===== src/rtl/gray_frame_ctrl_pkg.sv =====
// Shared types and constants for the RGB444-to-gray frame converter.
// Holds the FSM state encoding, RGB444 field positions and gray weight shifts.
package gray_frame_ctrl_pkg;

    typedef enum logic [1:0] {
        IDLE  = 2'd0,
        RUN   = 2'd1,
        DRAIN = 2'd2,
        DONE  = 2'd3
    } state_t;

    // RGB444 pixel layout {R[11:8], G[7:4], B[3:0]}
    localparam int R_MSB = 11;
    localparam int R_LSB = 8;
    localparam int G_MSB = 7;
    localparam int G_LSB = 4;
    localparam int B_MSB = 3;
    localparam int B_LSB = 0;

    // gray = R/4 + G/2 + G/8 + B/8, each term truncated before the sum
    localparam int R_SH    = 2;
    localparam int G_SH_HI = 1;
    localparam int G_SH_LO = 3;
    localparam int B_SH    = 3;

endpackage


===== src/rtl/gray_frame_ctrl_if.sv =====
// Bus bundle between the frame controller and its ROM/RAM/control environment.
// The controller uses the master view; the environment (ROM, RAM, sequencer) the slave view.
interface gray_frame_ctrl_if #(
    parameter int ADDR_W = 15
);
    logic              start;
    logic              hold;
    logic [ADDR_W-1:0] rom_addr;
    logic [11:0]       rom_data;
    logic [ADDR_W-1:0] ram_addr;
    logic [3:0]        ram_din;
    logic              ram_we;
    logic              busy;
    logic              done;

    modport master (
        input  start, hold, rom_data,
        output rom_addr, ram_addr, ram_din, ram_we, busy, done
    );

    modport slave (
        output start, hold, rom_data,
        input  rom_addr, ram_addr, ram_din, ram_we, busy, done
    );
endinterface


===== src/rtl/gray_frame_ctrl_gray_pix.sv =====
// Combinational RGB444 to 4-bit gray conversion using shift-only weights.
// The largest possible result is 12, so the 4-bit sum never overflows.
module gray_pix
    import gray_frame_ctrl_pkg::*;
(
    input  logic [11:0] rgb,
    output logic [3:0]  gray
);
    logic [3:0] r;
    logic [3:0] g;
    logic [3:0] b;

    assign r    = rgb[R_MSB:R_LSB];
    assign g    = rgb[G_MSB:G_LSB];
    assign b    = rgb[B_MSB:B_LSB];
    assign gray = (r >> R_SH) + (g >> G_SH_HI) + (g >> G_SH_LO) + (b >> B_SH);
endmodule


===== src/rtl/gray_frame_ctrl.sv =====
// Frame controller: streams IMG_W*IMG_H RGB444 pixels from a 1-cycle-latency ROM,
// converts them to gray and writes them in order to a RAM, with lossless back-pressure.
module gray_frame_ctrl
    import gray_frame_ctrl_pkg::*;
#(
    parameter int IMG_W  = 160,
    parameter int IMG_H  = 120,
    parameter int ADDR_W = 15
) (
    input  logic              clk,
    input  logic              rst_n,
    gray_frame_ctrl_if.master bus
);
    localparam logic [ADDR_W-1:0] LAST_ADDR = ADDR_W'(IMG_W * IMG_H - 1);

    state_t            state;
    state_t            state_nxt;
    logic              busy_c;
    logic              done_c;

    logic [ADDR_W-1:0] rom_addr_q;
    logic [ADDR_W-1:0] wr_cnt;
    logic              rd_vld;
    logic              held_vld;
    logic [3:0]        held_pix;
    logic              out_vld;
    logic [ADDR_W-1:0] ram_addr_q;
    logic [3:0]        ram_din_q;
    logic [3:0]        gray;

    logic              accept;
    logic              issue;
    logic              wr_fire;
    logic              out_free;

    gray_pix u_gray_pix (
        .rgb  (bus.rom_data),
        .gray (gray)
    );

    assign accept   = (state == IDLE) && bus.start;
    assign issue    = (state == RUN) && !bus.hold;
    assign wr_fire  = out_vld && !bus.hold;
    // The output register can take a new pixel when it is empty or being written now.
    assign out_free = !out_vld || !bus.hold;

    // NOTE: sequential state uses non-blocking assignments and an async active-low reset.
    always_ff @(posedge clk or negedge rst_n) begin
        if (!rst_n) begin
            state <= IDLE;
        end else begin
            state <= state_nxt;
        end
    end

    // NOTE: every combinational output gets a default first so no latch is inferred.
    always_comb begin
        state_nxt = state;
        busy_c    = 1'b0;
        done_c    = 1'b0;
        case (state)
            IDLE: begin
                if (bus.start) state_nxt = RUN;
            end
            RUN: begin
                busy_c = 1'b1;
                if (issue && rom_addr_q == LAST_ADDR) state_nxt = DRAIN;
            end
            DRAIN: begin
                busy_c = 1'b1;
                if (wr_fire && ram_addr_q == LAST_ADDR) state_nxt = DONE;
            end
            DONE: begin
                done_c    = 1'b1;
                state_nxt = IDLE;
            end
            default: state_nxt = IDLE;
        endcase
    end

    always_ff @(posedge clk or negedge rst_n) begin
        if (!rst_n) begin
            rom_addr_q <= '0;
            wr_cnt     <= '0;
            rd_vld     <= 1'b0;
            held_vld   <= 1'b0;
            held_pix   <= '0;
            out_vld    <= 1'b0;
            ram_addr_q <= '0;
            ram_din_q  <= '0;
        end else begin
            if (accept) begin
                rom_addr_q <= '0;
                wr_cnt     <= '0;
            end else if (issue && rom_addr_q != LAST_ADDR) begin
                rom_addr_q <= rom_addr_q + ADDR_W'(1);
            end

            // rom_data next cycle belongs to a real read only if one was issued now.
            rd_vld <= issue;

            // A parked pixel is always older than anything arriving from the ROM.
            if (out_free) begin
                if (held_vld) begin
                    out_vld    <= 1'b1;
                    ram_din_q  <= held_pix;
                    ram_addr_q <= wr_cnt;
                    wr_cnt     <= wr_cnt + ADDR_W'(1);
                    held_vld   <= 1'b0;
                end else if (rd_vld) begin
                    out_vld    <= 1'b1;
                    ram_din_q  <= gray;
                    ram_addr_q <= wr_cnt;
                    wr_cnt     <= wr_cnt + ADDR_W'(1);
                end else begin
                    out_vld    <= 1'b0;
                end
            end else if (rd_vld) begin
                held_vld <= 1'b1;
                held_pix <= gray;
            end
        end
    end

    assign bus.rom_addr = rom_addr_q;
    assign bus.ram_addr = ram_addr_q;
    assign bus.ram_din  = ram_din_q;
    // The strobe is masked by the live hold so no write lands in a back-pressured cycle.
    assign bus.ram_we   = wr_fire;
    assign bus.busy     = busy_c;
    assign bus.done     = done_c;
endmodule


===== src/flat_wrapper.sv =====
// flat-port wrapper written by rule: the top's interface ports become plain ports
module gray_frame_ctrl_flat import gray_frame_ctrl_pkg::*;
#(
    parameter int IMG_W  = 160,
    parameter int IMG_H  = 120,
    parameter int ADDR_W = 15
)
  (clk, rst_n, bus_start, bus_hold, bus_rom_data, bus_rom_addr, bus_ram_addr, bus_ram_din, bus_ram_we, bus_busy, bus_done);
  gray_frame_ctrl_if #(.ADDR_W(ADDR_W)) bus_i ();
  input  logic clk;
  input  logic rst_n;
  input wire logic [$bits(bus_i.start)-1:0] bus_start;
  input wire logic [$bits(bus_i.hold)-1:0] bus_hold;
  input wire logic [$bits(bus_i.rom_data)-1:0] bus_rom_data;
  output wire logic [$bits(bus_i.rom_addr)-1:0] bus_rom_addr;
  output wire logic [$bits(bus_i.ram_addr)-1:0] bus_ram_addr;
  output wire logic [$bits(bus_i.ram_din)-1:0] bus_ram_din;
  output wire logic [$bits(bus_i.ram_we)-1:0] bus_ram_we;
  output wire logic [$bits(bus_i.busy)-1:0] bus_busy;
  output wire logic [$bits(bus_i.done)-1:0] bus_done;
  assign bus_i.start = bus_start;
  assign bus_i.hold = bus_hold;
  assign bus_i.rom_data = bus_rom_data;
  assign bus_rom_addr = bus_i.rom_addr;
  assign bus_ram_addr = bus_i.ram_addr;
  assign bus_ram_din = bus_i.ram_din;
  assign bus_ram_we = bus_i.ram_we;
  assign bus_busy = bus_i.busy;
  assign bus_done = bus_i.done;
  gray_frame_ctrl #(.IMG_W(IMG_W), .IMG_H(IMG_H), .ADDR_W(ADDR_W)) u_core (.clk(clk), .rst_n(rst_n), .bus(bus_i));
endmodule

===== config.mk =====
export PLATFORM = sky130hd
export DESIGN_NAME = gray_frame_ctrl_flat
export DESIGN_NICKNAME = d
export VERILOG_FILES = /design/src/rtl/gray_frame_ctrl_pkg.sv /design/src/rtl/gray_frame_ctrl_if.sv /design/src/rtl/gray_frame_ctrl_gray_pix.sv /design/src/rtl/gray_frame_ctrl.sv /design/src/flat_wrapper.sv
export SDC_FILE = /design/constraint.sdc
export NUM_CORES = 1
export LEC_CHECK = 0
export ABC_AREA = 0
export CAP_MARGIN = 20
export CORE_UTILIZATION = 52
export CTS_CLUSTER_DIAMETER = 150
export CTS_CLUSTER_SIZE = 12
export DETAILED_ROUTE_END_ITERATION = 8
export GPL_ROUTABILITY_DRIVEN = 1
export MAX_ROUTING_LAYER = met4
export PLACE_DENSITY = 0.79
export SLEW_MARGIN = 20
export SYNTH_ARGS = -nofsm -noshare
export SYNTH_HDL_FRONTEND = slang
export SYNTH_SLANG_ARGS = --single-unit

===== constraint.sdc =====
create_clock -name clk -period 2.55 [get_ports clk]
set_input_delay 0.255 -clock clk [delete_from_list [all_inputs] [get_ports clk]]
set_output_delay 0.255 -clock clk [all_outputs]
set_load 0.02 [all_outputs]

==> impl_results.html, run 1 <==
<table>
<tr><th>Metric</th><th>Value</th></tr>
<tr><th colspan="2">Outcome</th></tr>
<tr><td>Result of the run</td><td>complete, no violations</td></tr>
<tr><th colspan="2">Synth</th></tr>
<tr><td>Number of distinct library cells after synthesis</td><td>41</td></tr>
<tr><td>Syn nets</td><td>338</td></tr>
<tr><td>Synthesis warning total</td><td>0</td></tr>
<tr><td>Main flop type after synthesis</td><td>sky130_fd_sc_hd__dfrtp_1</td></tr>
<tr><td>Register area share after synthesis</td><td>50.0%</td></tr>
<tr><td>Post-synth EDFFs</td><td>0</td></tr>
<tr><td>Number of synthesized register bits</td><td>58</td></tr>
<tr><td>Cell Area, Synth</td><td>2900 µm²</td></tr>
<tr><td>Mean area per synthesized cell</td><td>9.39 µm²</td></tr>
<tr><td>Number of instances in the synthesized netlist</td><td>309</td></tr>
<tr><td>Share of flip-flops with an asynchronous set or reset after synthesis</td><td>100%</td></tr>
<tr><th colspan="2">Floorplan</th></tr>
<tr><td>Width of the chip</td><td>76.7 µm</td></tr>
<tr><td>Starting utilization of the core area</td><td>55.4%</td></tr>
<tr><td>Boundary pin count</td><td>53</td></tr>
<tr><td>Cell row count</td><td>26</td></tr>
<tr><td>Die boundary height</td><td>76.7 µm</td></tr>
<tr><td>Floorplan core area</td><td>5240 µm²</td></tr>
<tr><td>Total Die Area</td><td>5880 µm²</td></tr>
<tr><th colspan="2">CTS</th></tr>
<tr><td>Clock Sink Count</td><td>58</td></tr>
<tr><td>Post-cts resize count</td><td>0</td></tr>
<tr><td>Clock Path Buffers</td><td>2</td></tr>
<tr><td>Htree depth</td><td>3</td></tr>
<tr><td>Worst skew pair latency</td><td>0.33 ns</td></tr>
<tr><td>Post-CTS Repair Setup Buffers</td><td>0</td></tr>
<tr><td>Clock slew at reported path FFs</td><td>0.07 ns</td></tr>
<tr><td>CTS Buf Count</td><td>9</td></tr>
<tr><td>Count of hold-fix buffers inserted at cts</td><td>0</td></tr>
<tr><td>CTS root buf</td><td>sky130_fd_sc_hd__clkbuf_8</td></tr>
<tr><td>Clock tree from TritonCTS</td><td>done</td></tr>
<tr><th colspan="2">Routing</th></tr>
<tr><td>Vias</td><td>2,454</td></tr>
<tr><td>Number of DRC violations after detailed-routing iteration 0</td><td>168</td></tr>
<tr><td>Detailed-route DRC error count</td><td>0</td></tr>
<tr><td>Routed vias/inst</td><td>5.62</td></tr>
<tr><td>Final Routed Wirelength</td><td>6340 µm</td></tr>
<tr><td>Wire length per cell after detailed routing</td><td>14.5 µm</td></tr>
<tr><td>Number of nets with antenna violations after detailed routing</td><td>0</td></tr>
<tr><td>First drt pass iteration count</td><td>4</td></tr>
<tr><th colspan="2">Worst setup path</th></tr>
<tr><td>Crit path buf inv count</td><td>0</td></tr>
<tr><td>Category of the critical setup timing path</td><td>flip-flop to flip-flop</td></tr>
<tr><td>Required arrival time at the worst endpoint</td><td>2.76 ns</td></tr>
<tr><td>Data arrival time of the critical path</td><td>2.54 ns</td></tr>
<tr><td>Family with the most delay on the worst path</td><td>compound AO/OA/AOI/OAI gates</td></tr>
<tr><td>Kind of end point of the critical path</td><td>flip-flop</td></tr>
<tr><td>Delay of the slowest critical-path stage</td><td>0.59 ns</td></tr>
<tr><td>Critical Path, Cell by Cell</td><td>or4b_4 &gt; o41ai_1 &gt; o21ai_0 &gt; a21oi_2 &gt; mux2_2</td></tr>
<tr><td>Critical path startpoint category</td><td>flip-flop</td></tr>
<tr><td>CP max FO</td><td>6</td></tr>
<tr><td>Library cell contributing the largest single delay on the critical path</td><td>sky130_fd_sc_hd__or4b_4</td></tr>
<tr><th colspan="2">Power</th></tr>
<tr><td>Peak VDD IR</td><td>564 µV</td></tr>
<tr><td>Power per cell area</td><td>810 nW/µm²</td></tr>
<tr><td>Total leakage power</td><td>0.00163 µW</td></tr>
<tr><th colspan="2">STA</th></tr>
<tr><td>Max Freq</td><td>429 MHz</td></tr>
<tr><td>Post-route setup TNS</td><td>0 ns</td></tr>
<tr><td>Smallest hold slack</td><td>0.0641 ns</td></tr>
<tr><td>Worst-case headroom to the max-slew limit</td><td>35.1%</td></tr>
<tr><td>Part of the cycle the worst path needs</td><td>91.3%</td></tr>
<tr><td>Final setup fails</td><td>0</td></tr>
<tr><td>Smallest setup slack after layout</td><td>0.221 ns</td></tr>
<tr><td>Count of final max-slew check failures</td><td>0</td></tr>
<tr><td>Hold Vio Cnt, Final</td><td>0</td></tr>
<tr><td>Worst Skew</td><td>0.00765 ns</td></tr>
<tr><td>Unrepaired setup endpoints after global routing</td><td>false</td></tr>
<tr><td>Minimum clock period</td><td>2.33 ns</td></tr>
<tr><td>Transition time at the pin with the least slew margin</td><td>0.973 ns</td></tr>
<tr><th colspan="2">Layout</th></tr>
<tr><td>Final Cell Area</td><td>3650 µm²</td></tr>
<tr><td>Layout cell share with drive strength beyond 1</td><td>9.26%</td></tr>
<tr><td>Area growth syn-to-layout</td><td>25.8%</td></tr>
<tr><td>Layout net count</td><td>391</td></tr>
<tr><td>Most frequent cells in the layout</td><td>sky130_fd_sc_hd__nand2_1, sky130_fd_sc_hd__dfrtp_1, sky130_fd_sc_hd__clkdlybuf4s50_1</td></tr>
<tr><td>Diode insertion count for antenna repair</td><td>0</td></tr>
<tr><td>Most common cell after layout, fill and taps aside</td><td>sky130_fd_sc_hd__nand2_1</td></tr>
<tr><th colspan="2">Global route</th></tr>
<tr><td>Vias in the first global route</td><td>2,377</td></tr>
<tr><td>Wire length of the first global-routing pass</td><td>11,200 µm</td></tr>
<tr><td>Total congestion overflow after global routing</td><td>0</td></tr>
<tr><td>Largest net degree at the start of global routing</td><td>59</td></tr>
<tr><td>Antenna violations before repair</td><td>0</td></tr>
<tr><td>Total routing usage reported by global routing</td><td>25.0%</td></tr>
<tr><th colspan="2">Place</th></tr>
<tr><td>GPL Wtd Cong</td><td>0.873</td></tr>
<tr><td>Worst slack after detailed placement</td><td>0.129 ns</td></tr>
<tr><td>Placed cell area</td><td>3450 µm²</td></tr>
<tr><td>HPWL reported at the end of detailed placement</td><td>4310 µm</td></tr>
<tr><td>I/O Buffers</td><td>46</td></tr>
<tr><th colspan="2">Worst hold path</th></tr>
<tr><td>Hold WC Path Type</td><td>input port to async pin</td></tr>
<tr><th colspan="2">Run</th></tr>
<tr><td>Count of max-cap constraint violations</td><td>0</td></tr>
</table>
-- final cells by class --
class                           instances  area [µm²]
Fill cell                             394        1590
Multi-Input combinational cell        232        1370
Timing Repair Buffer                   54         515
Clock inverter                          1        5.00
Inverter                                7        26.3
Sequential cell                        58        1450
Clock buffer                           15         196
Tap cell                               70        87.6
-- registers in the layout, summed over array words and instances, names as in the netlist --
signal,cells
u_core.bus.ram_addr,15
u_core.bus.ram_din,4
u_core.bus.rom_addr,15
u_core.held_pix,4
u_core.held_vld,1
u_core.out_vld,1
u_core.rd_vld,1
u_core.state,2
u_core.wr_cnt,15
-- final timing paths --
check	start	to	slack [ns]	depth (start not counted)
worst min register to register	u_core.bus.ram_din[3]$_DFFE_PN0P_	u_core.bus.ram_din[3]$_DFFE_PN0P_	0.49	2
max in group asynchronous	rst_n	u_core.wr_cnt[1]$_DFF_PN0_	2.00	2
min in group clk	u_core.bus.ram_din[3]$_DFFE_PN0P_	u_core.bus.ram_din[3]$_DFFE_PN0P_	0.49	2
worst min-delay path	rst_n	u_core.bus.rom_addr[4]$_DFFE_PN0P_	0.06	2
worst max register to register	u_core.bus.rom_addr[8]$_DFFE_PN0P_	u_core.state[1]$_DFFE_PN0P_	0.22	5
worst max-delay path	u_core.bus.rom_addr[8]$_DFFE_PN0P_	u_core.state[1]$_DFFE_PN0P_	0.22	5
-- through the flow --
| stage | total power, µW | instances | util, % |
|---|---|---|---|
| 4_1_cts | 2980 | 437 | 69.7 |
| 6_report | 2960 | 437 | 69.7 |
| 2_1_floorplan | 1770 | 309 | - |
| 3_3_place_gp | 2100 | 421 | 65.9 |
| 3_5_place_dp | 2130 | 421 | 65.9 |
| 5_1_grt | 3150 | 437 | 69.7 |
-- cell families (layout without fill, tap and decap cells) --
kind of cell               Yosys count  after routing  synth area share, %
muxes                                5              5                 1.85
DFF                                 58             58                 50.0
and+or+nand+nor                    143            143                 23.2
adders and majority gates           13             13                 6.12
AOI/OAI and AO/OA                   58             58                 12.0
xor gates and xnor gates            13             13                 3.92
buffers and inverters               19             77                 2.93
-- Yosys cell counts (3+ instances only) --
cell	n	area, µm²
sky130_fd_sc_hd__mux2_2	3	33.8
sky130_fd_sc_hd__a21oi_1	9	45.0
sky130_fd_sc_hd__dfrtp_1	58	1450
sky130_fd_sc_hd__inv_1	7	26.3
sky130_fd_sc_hd__nor2_1	26	97.6
sky130_fd_sc_hd__xnor2_1	8	70.1
sky130_fd_sc_hd__buf_2	3	15.0
sky130_fd_sc_hd__nor3_1	8	40.0
sky130_fd_sc_hd__o21ai_0	35	175
sky130_fd_sc_hd__nand2_1	66	248
sky130_fd_sc_hd__xor2_1	5	43.8
sky130_fd_sc_hd__ha_1	11	138
sky130_fd_sc_hd__nand4_1	7	43.8
sky130_fd_sc_hd__nand3_1	14	70.1
sky130_fd_sc_hd__o31ai_1	3	22.5
sky130_fd_sc_hd__clkbuf_1	8	30.0
sky130_fd_sc_hd__a31oi_1	4	25.0
-- metal layers --
| layer | part of all wire, % | track usage, % | wire, µm | up-vias |
|---|---|---|---|---|
| li1 | - | - | - | 1179 |
| met1 | 45 | 33.6 | 2870 | 1194 |
| met2 | 49 | 36.8 | 3110 | 74 |
| met3 | 4.5 | 4.64 | 288 | 7 |
| met4 | 1.1 | 11.7 | 71 | 0 |
| met5 | 0 | - | 0 | - |
-- power breakdown --
| part | switching [µW] | internal [µW] |
|---|---|---|
| sequential | 125 | 1060 |
| combinational | 540 | 397 |
| clock | 348 | 485 |
Power figures use the tool's default switching activity.
==> inputs of run 2 (changes only) <==
--- a/config.mk
+++ b/config.mk
@@ -7,13 +7,15 @@
 export LEC_CHECK = 0
 export ABC_AREA = 0
 export CAP_MARGIN = 20
-export CORE_UTILIZATION = 52
+export CORE_ASPECT_RATIO = 0.6
+export CORE_UTILIZATION = 54
+export CTS_BUF_LIST = sky130_fd_sc_hd__clkbuf_4
 export CTS_CLUSTER_DIAMETER = 150
 export CTS_CLUSTER_SIZE = 12
 export DETAILED_ROUTE_END_ITERATION = 8
 export GPL_ROUTABILITY_DRIVEN = 1
 export MAX_ROUTING_LAYER = met4
-export PLACE_DENSITY = 0.79
+export PLACE_DENSITY = 0.82
 export SLEW_MARGIN = 20
 export SYNTH_ARGS = -nofsm -noshare
 export SYNTH_HDL_FRONTEND = slang
==> run 2 against run 1 <==
Net effect:
- register-to-register slack got worse by 0.07 ns
- power decreased by 9.7%
- final area decreased by 2.6%
- critical path depth unchanged
- via count increased by 2.4%
- hold slack improved by 0.40 ns
- worst setup slack got worse by 0.069 ns
- cell count decreased by 1.1%
- count of clock-buffer cells in the layout decreased by 2
- clock power decreased by 34%
- global-route usage increased by 0.73 points
- clock skew increased by 0.0028 ns
- critical endpoint unchanged
- largest power group unchanged
==> impl_results.html, run 2 (synthesis results as in run 1) <==
<table>
<tr><th>Metric</th><th>Value</th></tr>
<tr><th colspan="2">Outcome</th></tr>
<tr><td>Result of the run</td><td>complete, no violations</td></tr>
<tr><th colspan="2">Floorplan</th></tr>
<tr><td>Boundary pin count</td><td>53</td></tr>
<tr><td>Starting utilization of the core area</td><td>56.8%</td></tr>
<tr><td>Total Die Area</td><td>5680 µm²</td></tr>
<tr><td>Width of the chip</td><td>96.6 µm</td></tr>
<tr><td>Floorplan core area</td><td>5100 µm²</td></tr>
<tr><td>Die boundary height</td><td>58.8 µm</td></tr>
<tr><td>Cell row count</td><td>20</td></tr>
<tr><th colspan="2">Global route</th></tr>
<tr><td>Vias in the first global route</td><td>2,304</td></tr>
<tr><td>Wire length of the first global-routing pass</td><td>11,000 µm</td></tr>
<tr><td>Largest net degree at the start of global routing</td><td>35</td></tr>
<tr><td>Antenna violations before repair</td><td>0</td></tr>
<tr><td>Total routing usage reported by global routing</td><td>25.8%</td></tr>
<tr><td>Total congestion overflow after global routing</td><td>0</td></tr>
<tr><th colspan="2">CTS</th></tr>
<tr><td>Post-cts resize count</td><td>0</td></tr>
<tr><td>Clock tree from TritonCTS</td><td>done</td></tr>
<tr><td>Clock Sink Count</td><td>58</td></tr>
<tr><td>Htree depth</td><td>3</td></tr>
<tr><td>Count of hold-fix buffers inserted at cts</td><td>1</td></tr>
<tr><td>Worst skew pair latency</td><td>0.39 ns</td></tr>
<tr><td>Clock Path Buffers</td><td>2</td></tr>
<tr><td>CTS Buf Count</td><td>9</td></tr>
<tr><td>CTS root buf</td><td>sky130_fd_sc_hd__clkbuf_4</td></tr>
<tr><td>Clock slew at reported path FFs</td><td>0.09 ns</td></tr>
<tr><td>Post-CTS Repair Setup Buffers</td><td>0</td></tr>
<tr><th colspan="2">STA</th></tr>
<tr><td>Max Freq</td><td>417 MHz</td></tr>
<tr><td>Transition time at the pin with the least slew margin</td><td>0.852 ns</td></tr>
<tr><td>Post-route setup TNS</td><td>0 ns</td></tr>
<tr><td>Worst-case headroom to the max-slew limit</td><td>42.7%</td></tr>
<tr><td>Smallest setup slack after layout</td><td>0.152 ns</td></tr>
<tr><td>Worst Skew</td><td>0.0104 ns</td></tr>
<tr><td>Hold Vio Cnt, Final</td><td>0</td></tr>
<tr><td>Unrepaired setup endpoints after global routing</td><td>false</td></tr>
<tr><td>Part of the cycle the worst path needs</td><td>94.0%</td></tr>
<tr><td>Count of final max-slew check failures</td><td>0</td></tr>
<tr><td>Minimum clock period</td><td>2.40 ns</td></tr>
<tr><td>Final setup fails</td><td>0</td></tr>
<tr><th colspan="2">Worst setup path</th></tr>
<tr><td>Delay of the slowest critical-path stage</td><td>0.60 ns</td></tr>
<tr><td>Data arrival time of the critical path</td><td>2.68 ns</td></tr>
<tr><td>CP max FO</td><td>6</td></tr>
<tr><td>Required arrival time at the worst endpoint</td><td>2.83 ns</td></tr>
<tr><td>Category of the critical setup timing path</td><td>flip-flop to flip-flop</td></tr>
<tr><td>Critical Path, Cell by Cell</td><td>or4b_4 &gt; o41ai_1 &gt; o21ai_0 &gt; a21oi_2 &gt; mux2_2</td></tr>
<tr><td>Library cell contributing the largest single delay on the critical path</td><td>sky130_fd_sc_hd__or4b_4</td></tr>
<tr><td>Critical path startpoint category</td><td>flip-flop</td></tr>
<tr><td>Kind of end point of the critical path</td><td>flip-flop</td></tr>
<tr><th colspan="2">Routing</th></tr>
<tr><td>Final Routed Wirelength</td><td>6620 µm</td></tr>
<tr><td>First drt pass iteration count</td><td>5</td></tr>
<tr><td>Vias</td><td>2,512</td></tr>
<tr><td>Number of nets with antenna violations after detailed routing</td><td>0</td></tr>
<tr><td>Number of DRC violations after detailed-routing iteration 0</td><td>220</td></tr>
<tr><td>Detailed-route DRC error count</td><td>0</td></tr>
<tr><td>Routed vias/inst</td><td>5.81</td></tr>
<tr><td>Wire length per cell after detailed routing</td><td>15.3 µm</td></tr>
<tr><th colspan="2">Layout</th></tr>
<tr><td>Area growth syn-to-layout</td><td>22.6%</td></tr>
<tr><td>Count of filler cells inserted in the layout</td><td>417</td></tr>
<tr><td>Diode insertion count for antenna repair</td><td>0</td></tr>
<tr><td>Most frequent cells in the layout</td><td>sky130_fd_sc_hd__nand2_1, sky130_fd_sc_hd__dfrtp_1, sky130_fd_sc_hd__clkdlybuf4s50_1</td></tr>
<tr><td>Non-filler cells in the finished layout</td><td>432</td></tr>
<tr><td>Most common cell after layout, fill and taps aside</td><td>sky130_fd_sc_hd__nand2_1</td></tr>
<tr><td>Layout cell share with drive strength beyond 1</td><td>8.74%</td></tr>
<tr><td>Layout net count</td><td>392</td></tr>
<tr><th colspan="2">Worst hold path</th></tr>
<tr><td>Hold WC Path Type</td><td>input port to async pin</td></tr>
<tr><th colspan="2">Place</th></tr>
<tr><td>Worst slack after detailed placement</td><td>0.150 ns</td></tr>
<tr><td>I/O Buffers</td><td>46</td></tr>
<tr><td>HPWL reported at the end of detailed placement</td><td>4710 µm</td></tr>
<tr><td>Placed Cells</td><td>417</td></tr>
<tr><td>GPL Wtd Cong</td><td>0.847</td></tr>
<tr><th colspan="2">Power</th></tr>
<tr><td>Total leakage power</td><td>0.00159 µW</td></tr>
<tr><td>Peak VDD IR</td><td>501 µV</td></tr>
<tr><td>Power per cell area</td><td>752 nW/µm²</td></tr>
<tr><th colspan="2">Run</th></tr>
<tr><td>Count of max-cap constraint violations</td><td>0</td></tr>
</table>
run 2: changes by cell type in the layout (fill, tap and decap cells not counted), sizes merged:
cell / previous run / this run
dlygate4sd3: 0 / 1
clkbuf: 15 / 13
run 2: where the power goes:
part,switching [µW],leakage [µW],internal [µW]
logic,541,0.000736,394
registers,131,0.000790,1060
clock network,314,0.0000614,232
total,986,0.00159,1690
run 2: area by class of cell:
cell class                 count  area [µm²]  area share [%]
clock buffer                  13        97.6            2.74
clock inverter                 1        3.75           0.106
inverter                       7        26.3           0.739
multi-input combinational    232        1370            38.5
sequential                    58        1450            40.8
tap                           66        82.6            2.32
timing repair buffer          55         526            14.8
run 2: critical path: cells and delay by family (launching register included):
family / cells / cell delay (ns)
AND/OR/NAND/NOR: 1 / 0.60
flip-flops: 1 / 0.45
multiplexers: 1 / 0.34
AO/OA/AOI/OAI: 3 / 0.90
run 2: per-stage QoR:
stage	total power (µW)	instance area, µm²	util (%)	hold WS [ns]
after floorplan	1770	2900	-	-0.0406
after global placement	2090	3440	67.5	0.364
after detailed placement	2140	3440	67.5	0.367
after CTS	2680	3560	69.7	0.480
after global routing	2830	3560	69.7	0.516
final	2670	3560	69.7	0.459
run 2: path summary, 6_finish.rpt:
kind                                                          start                                 to  slack [ns]  cells after the start
min in group clk                  u_core.bus.ram_din[3]$_DFFE_PN0P_  u_core.bus.ram_din[3]$_DFFE_PN0P_        0.49                      2
max in group asynchronous                                     rst_n     u_core.held_pix[0]$_DFFE_PN0P_        1.40                      3
worst min register to register    u_core.bus.ram_din[3]$_DFFE_PN0P_  u_core.bus.ram_din[3]$_DFFE_PN0P_        0.49                      2
worst min-delay path                                          rst_n        u_core.state[1]$_DFFE_PN0P_        0.46                      2
worst max register to register  u_core.bus.rom_addr[10]$_DFFE_PN0P_        u_core.state[1]$_DFFE_PN0P_        0.15                      5
worst max-delay path            u_core.bus.rom_addr[10]$_DFFE_PN0P_        u_core.state[1]$_DFFE_PN0P_        0.15                      5
run 2: routing by layer:
metal  vias to the layer above  share of wire [%]  routed length [µm]  GRT usage, %
met4                         0               0.72                  48          6.40
met2                       105                 43                2870          37.7
met3                        10                7.5                 498          7.84
met5                         -                  0                   0             -
li1                       1183                  -                   -             -
met1                      1214                 48                3210          35.4
==> inputs of run 3 (changes only) <==
--- a/config.mk
+++ b/config.mk
@@ -7,7 +7,6 @@
 export LEC_CHECK = 0
 export ABC_AREA = 0
 export CAP_MARGIN = 20
-export CORE_ASPECT_RATIO = 0.6
 export CORE_UTILIZATION = 54
 export CTS_BUF_LIST = sky130_fd_sc_hd__clkbuf_4
 export CTS_CLUSTER_DIAMETER = 150
==> run 3 against run 2 <==
Net effect:
- cell count up 1.2%
- power down 0.65%
- sequential cell count unchanged
- critical path depth unchanged
- sequential share of layout area down 0.30 points
- routed wire length down 6.4%
- critical path type unchanged
- largest power group unchanged
==> impl_results.html, run 3 (synthesis results as in run 1) <==
<table>
<tr><th>Metric</th><th>Value</th></tr>
<tr><th colspan="2">Outcome</th></tr>
<tr><td>Result of the run</td><td>complete, no violations</td></tr>
<tr><th colspan="2">CTS</th></tr>
<tr><td>CTS root buf</td><td>sky130_fd_sc_hd__clkbuf_4</td></tr>
<tr><td>Htree depth</td><td>3</td></tr>
<tr><td>Clock slew at reported path FFs</td><td>0.09 ns</td></tr>
<tr><td>Clock Sink Count</td><td>58</td></tr>
<tr><td>Worst skew pair latency</td><td>0.40 ns</td></tr>
<tr><td>Post-cts resize count</td><td>0</td></tr>
<tr><td>Clock tree from TritonCTS</td><td>done</td></tr>
<tr><td>Clock Path Buffers</td><td>2</td></tr>
<tr><td>CTS Buf Count</td><td>9</td></tr>
<tr><th colspan="2">Power</th></tr>
<tr><td>Power per cell area</td><td>741 nW/µm²</td></tr>
<tr><td>Peak VDD IR</td><td>572 µV</td></tr>
<tr><td>Total leakage power</td><td>0.00160 µW</td></tr>
<tr><th colspan="2">Routing</th></tr>
<tr><td>Wire length per cell after detailed routing</td><td>14.2 µm</td></tr>
<tr><td>Final Routed Wirelength</td><td>6200 µm</td></tr>
<tr><td>Number of nets with antenna violations after detailed routing</td><td>0</td></tr>
<tr><td>Sum of routed wire segments on met1</td><td>2750 µm</td></tr>
<tr><td>Detailed-route DRC error count</td><td>0</td></tr>
<tr><td>Max Used Layer</td><td>met4</td></tr>
<tr><td>Number of DRC violations after detailed-routing iteration 0</td><td>98</td></tr>
<tr><td>First drt pass iteration count</td><td>4</td></tr>
<tr><td>Sum of met3 wire segment lengths after detailed routing</td><td>339 µm</td></tr>
<tr><td>Met2 wire length</td><td>2980 µm</td></tr>
<tr><td>Vias</td><td>2,478</td></tr>
<tr><td>Routed vias/inst</td><td>5.67</td></tr>
<tr><th colspan="2">Worst setup path</th></tr>
<tr><td>Family with the most delay on the worst path</td><td>compound AO/OA/AOI/OAI gates</td></tr>
<tr><td>CP max FO</td><td>6</td></tr>
<tr><td>Delay of the slowest critical-path stage</td><td>0.58 ns</td></tr>
<tr><td>Data arrival time of the critical path</td><td>2.59 ns</td></tr>
<tr><td>Kind of end point of the critical path</td><td>flip-flop</td></tr>
<tr><td>Category of the critical setup timing path</td><td>flip-flop to flip-flop</td></tr>
<tr><td>Library cell contributing the largest single delay on the critical path</td><td>sky130_fd_sc_hd__or4b_4</td></tr>
<tr><td>Critical path startpoint category</td><td>flip-flop</td></tr>
<tr><td>Critical Path, Cell by Cell</td><td>or4b_4 &gt; o41ai_1 &gt; o21ai_0 &gt; a21oi_2 &gt; mux2_2</td></tr>
<tr><td>Crit path buf inv count</td><td>0</td></tr>
<tr><td>Required arrival time at the worst endpoint</td><td>2.84 ns</td></tr>
<tr><th colspan="2">Floorplan</th></tr>
<tr><td>Total Die Area</td><td>5670 µm²</td></tr>
<tr><td>Width of the chip</td><td>75.3 µm</td></tr>
<tr><td>Starting utilization of the core area</td><td>56.5%</td></tr>
<tr><td>Boundary pin count</td><td>53</td></tr>
<tr><td>Die boundary height</td><td>75.3 µm</td></tr>
<tr><td>Floorplan core area</td><td>5140 µm²</td></tr>
<tr><td>Cell row count</td><td>26</td></tr>
<tr><th colspan="2">Place</th></tr>
<tr><td>GPL Wtd Cong</td><td>0.836</td></tr>
<tr><td>Worst slack after detailed placement</td><td>0.102 ns</td></tr>
<tr><td>I/O Buffers</td><td>46</td></tr>
<tr><td>HPWL reported at the end of detailed placement</td><td>4370 µm</td></tr>
<tr><th colspan="2">STA</th></tr>
<tr><td>Minimum clock period</td><td>2.30 ns</td></tr>
<tr><td>Worst Skew</td><td>0.0121 ns</td></tr>
<tr><td>Hold Vio Cnt, Final</td><td>0</td></tr>
<tr><td>Max Freq</td><td>435 MHz</td></tr>
<tr><td>Final setup fails</td><td>0</td></tr>
<tr><td>Part of the cycle the worst path needs</td><td>90.2%</td></tr>
<tr><td>Transition time at the pin with the least slew margin</td><td>0.835 ns</td></tr>
<tr><td>Smallest setup slack after layout</td><td>0.249 ns</td></tr>
<tr><td>Unrepaired setup endpoints after global routing</td><td>false</td></tr>
<tr><td>Worst-case headroom to the max-slew limit</td><td>44.1%</td></tr>
<tr><td>Post-route setup TNS</td><td>0 ns</td></tr>
<tr><td>Count of final max-slew check failures</td><td>0</td></tr>
<tr><th colspan="2">Layout</th></tr>
<tr><td>Layout net count</td><td>392</td></tr>
<tr><td>Area growth syn-to-layout</td><td>23.5%</td></tr>
<tr><td>Most common cell after layout, fill and taps aside</td><td>sky130_fd_sc_hd__nand2_1</td></tr>
<tr><td>Diode insertion count for antenna repair</td><td>0</td></tr>
<tr><td>Most frequent cells in the layout</td><td>sky130_fd_sc_hd__nand2_1, sky130_fd_sc_hd__dfrtp_1, sky130_fd_sc_hd__clkdlybuf4s50_1</td></tr>
<tr><td>Layout cell share with drive strength beyond 1</td><td>8.72%</td></tr>
<tr><th colspan="2">Global route</th></tr>
<tr><td>Total routing usage reported by global routing</td><td>25.8%</td></tr>
<tr><td>Wire length of the first global-routing pass</td><td>10,500 µm</td></tr>
<tr><td>Total congestion overflow after global routing</td><td>0</td></tr>
<tr><td>Largest net degree at the start of global routing</td><td>33</td></tr>
<tr><td>Antenna violations before repair</td><td>0</td></tr>
<tr><td>Vias in the first global route</td><td>2,286</td></tr>
<tr><th colspan="2">Worst hold path</th></tr>
<tr><td>Hold WC Path Type</td><td>input port to async pin</td></tr>
<tr><th colspan="2">Run</th></tr>
<tr><td>Count of max-cap constraint violations</td><td>0</td></tr>
</table>
==> run 3: cell count changes in the layout (fill, tap and decap cells not counted), sizes merged <==
cell and change:
clkinv +4, clkbuf -3
==> run 3: worst register-to-register path: cells and delay by family (launching register included) <==
| family | cells | cell delay [ns] |
|---|---|---|
| compound gates | 3 | 0.80 |
| mux | 1 | 0.35 |
| flops | 1 | 0.46 |
| simple gates | 1 | 0.58 |
==> run 3: layer usage <==
layer	up-vias	global-route usage [%]
met2	72	39.3
met3	12	5.03
met4	0	13.4
met5	-	-
li1	1186	-
met1	1208	32.8
==> run 3: cell type report <==
| class | count | area, µm² |
|---|---|---|
| clock buffer | 10 | 75.1 |
| sequential | 58 | 1450 |
| tap | 70 | 87.6 |
| inverter | 7 | 26.3 |
| fill | 446 | 1560 |
| multi-input combinational | 232 | 1370 |
| timing repair buffer | 55 | 551 |
| clock inverter | 5 | 22.5 |
==> run 3: repair_timing <==
action / CTS / global route
setup buffers: 0 / 0
hold buffers: 1 / 0
hold endpoints to repair: 28 / 0
==> run 3: through the flow <==
stage	instance area (µm²)	instances	power [µW]	hold slack [ns]	util, %
4_1_cts	3580	437	2680	0.414	69.7
6_report	3580	437	2660	0.429	69.7
3_5_place_dp	3470	421	2150	0.326	67.6
3_3_place_gp	3470	421	2110	0.319	67.6
5_1_grt	3580	437	2840	0.496	69.7
2_1_floorplan	2900	309	1770	-0.0406	-
==> run 3: power by group <==
| group | internal, µW | leakage (µW) | switching, µW | total (µW) |
|---|---|---|---|---|
| Combinational | 407 | 0.000748 | 548 | 956 |
| Sequential | 1060 | 0.000790 | 120 | 1180 |
| Clock | 195 | 0.0000609 | 324 | 519 |
==> run 3: final timing paths <==
kind                                                    startpoint                                 end  slack [ns]  cells after the start
worst max-delay path            u_core.bus.rom_addr[8]$_DFFE_PN0P_         u_core.state[1]$_DFFE_PN0P_        0.25                      5
worst min-delay path                                         rst_n         u_core.state[1]$_DFFE_PN0P_        0.43                      2
worst max register to register  u_core.bus.rom_addr[8]$_DFFE_PN0P_         u_core.state[1]$_DFFE_PN0P_        0.25                      5
worst min register to register      u_core.held_pix[3]$_DFFE_PN0P_      u_core.held_pix[3]$_DFFE_PN0P_        0.49                      2
max in group asynchronous                                    rst_n  u_core.bus.ram_addr[2]$_DFFE_PN0P_        1.53                      3
min in group clk                    u_core.held_pix[3]$_DFFE_PN0P_      u_core.held_pix[3]$_DFFE_PN0P_        0.49                      2
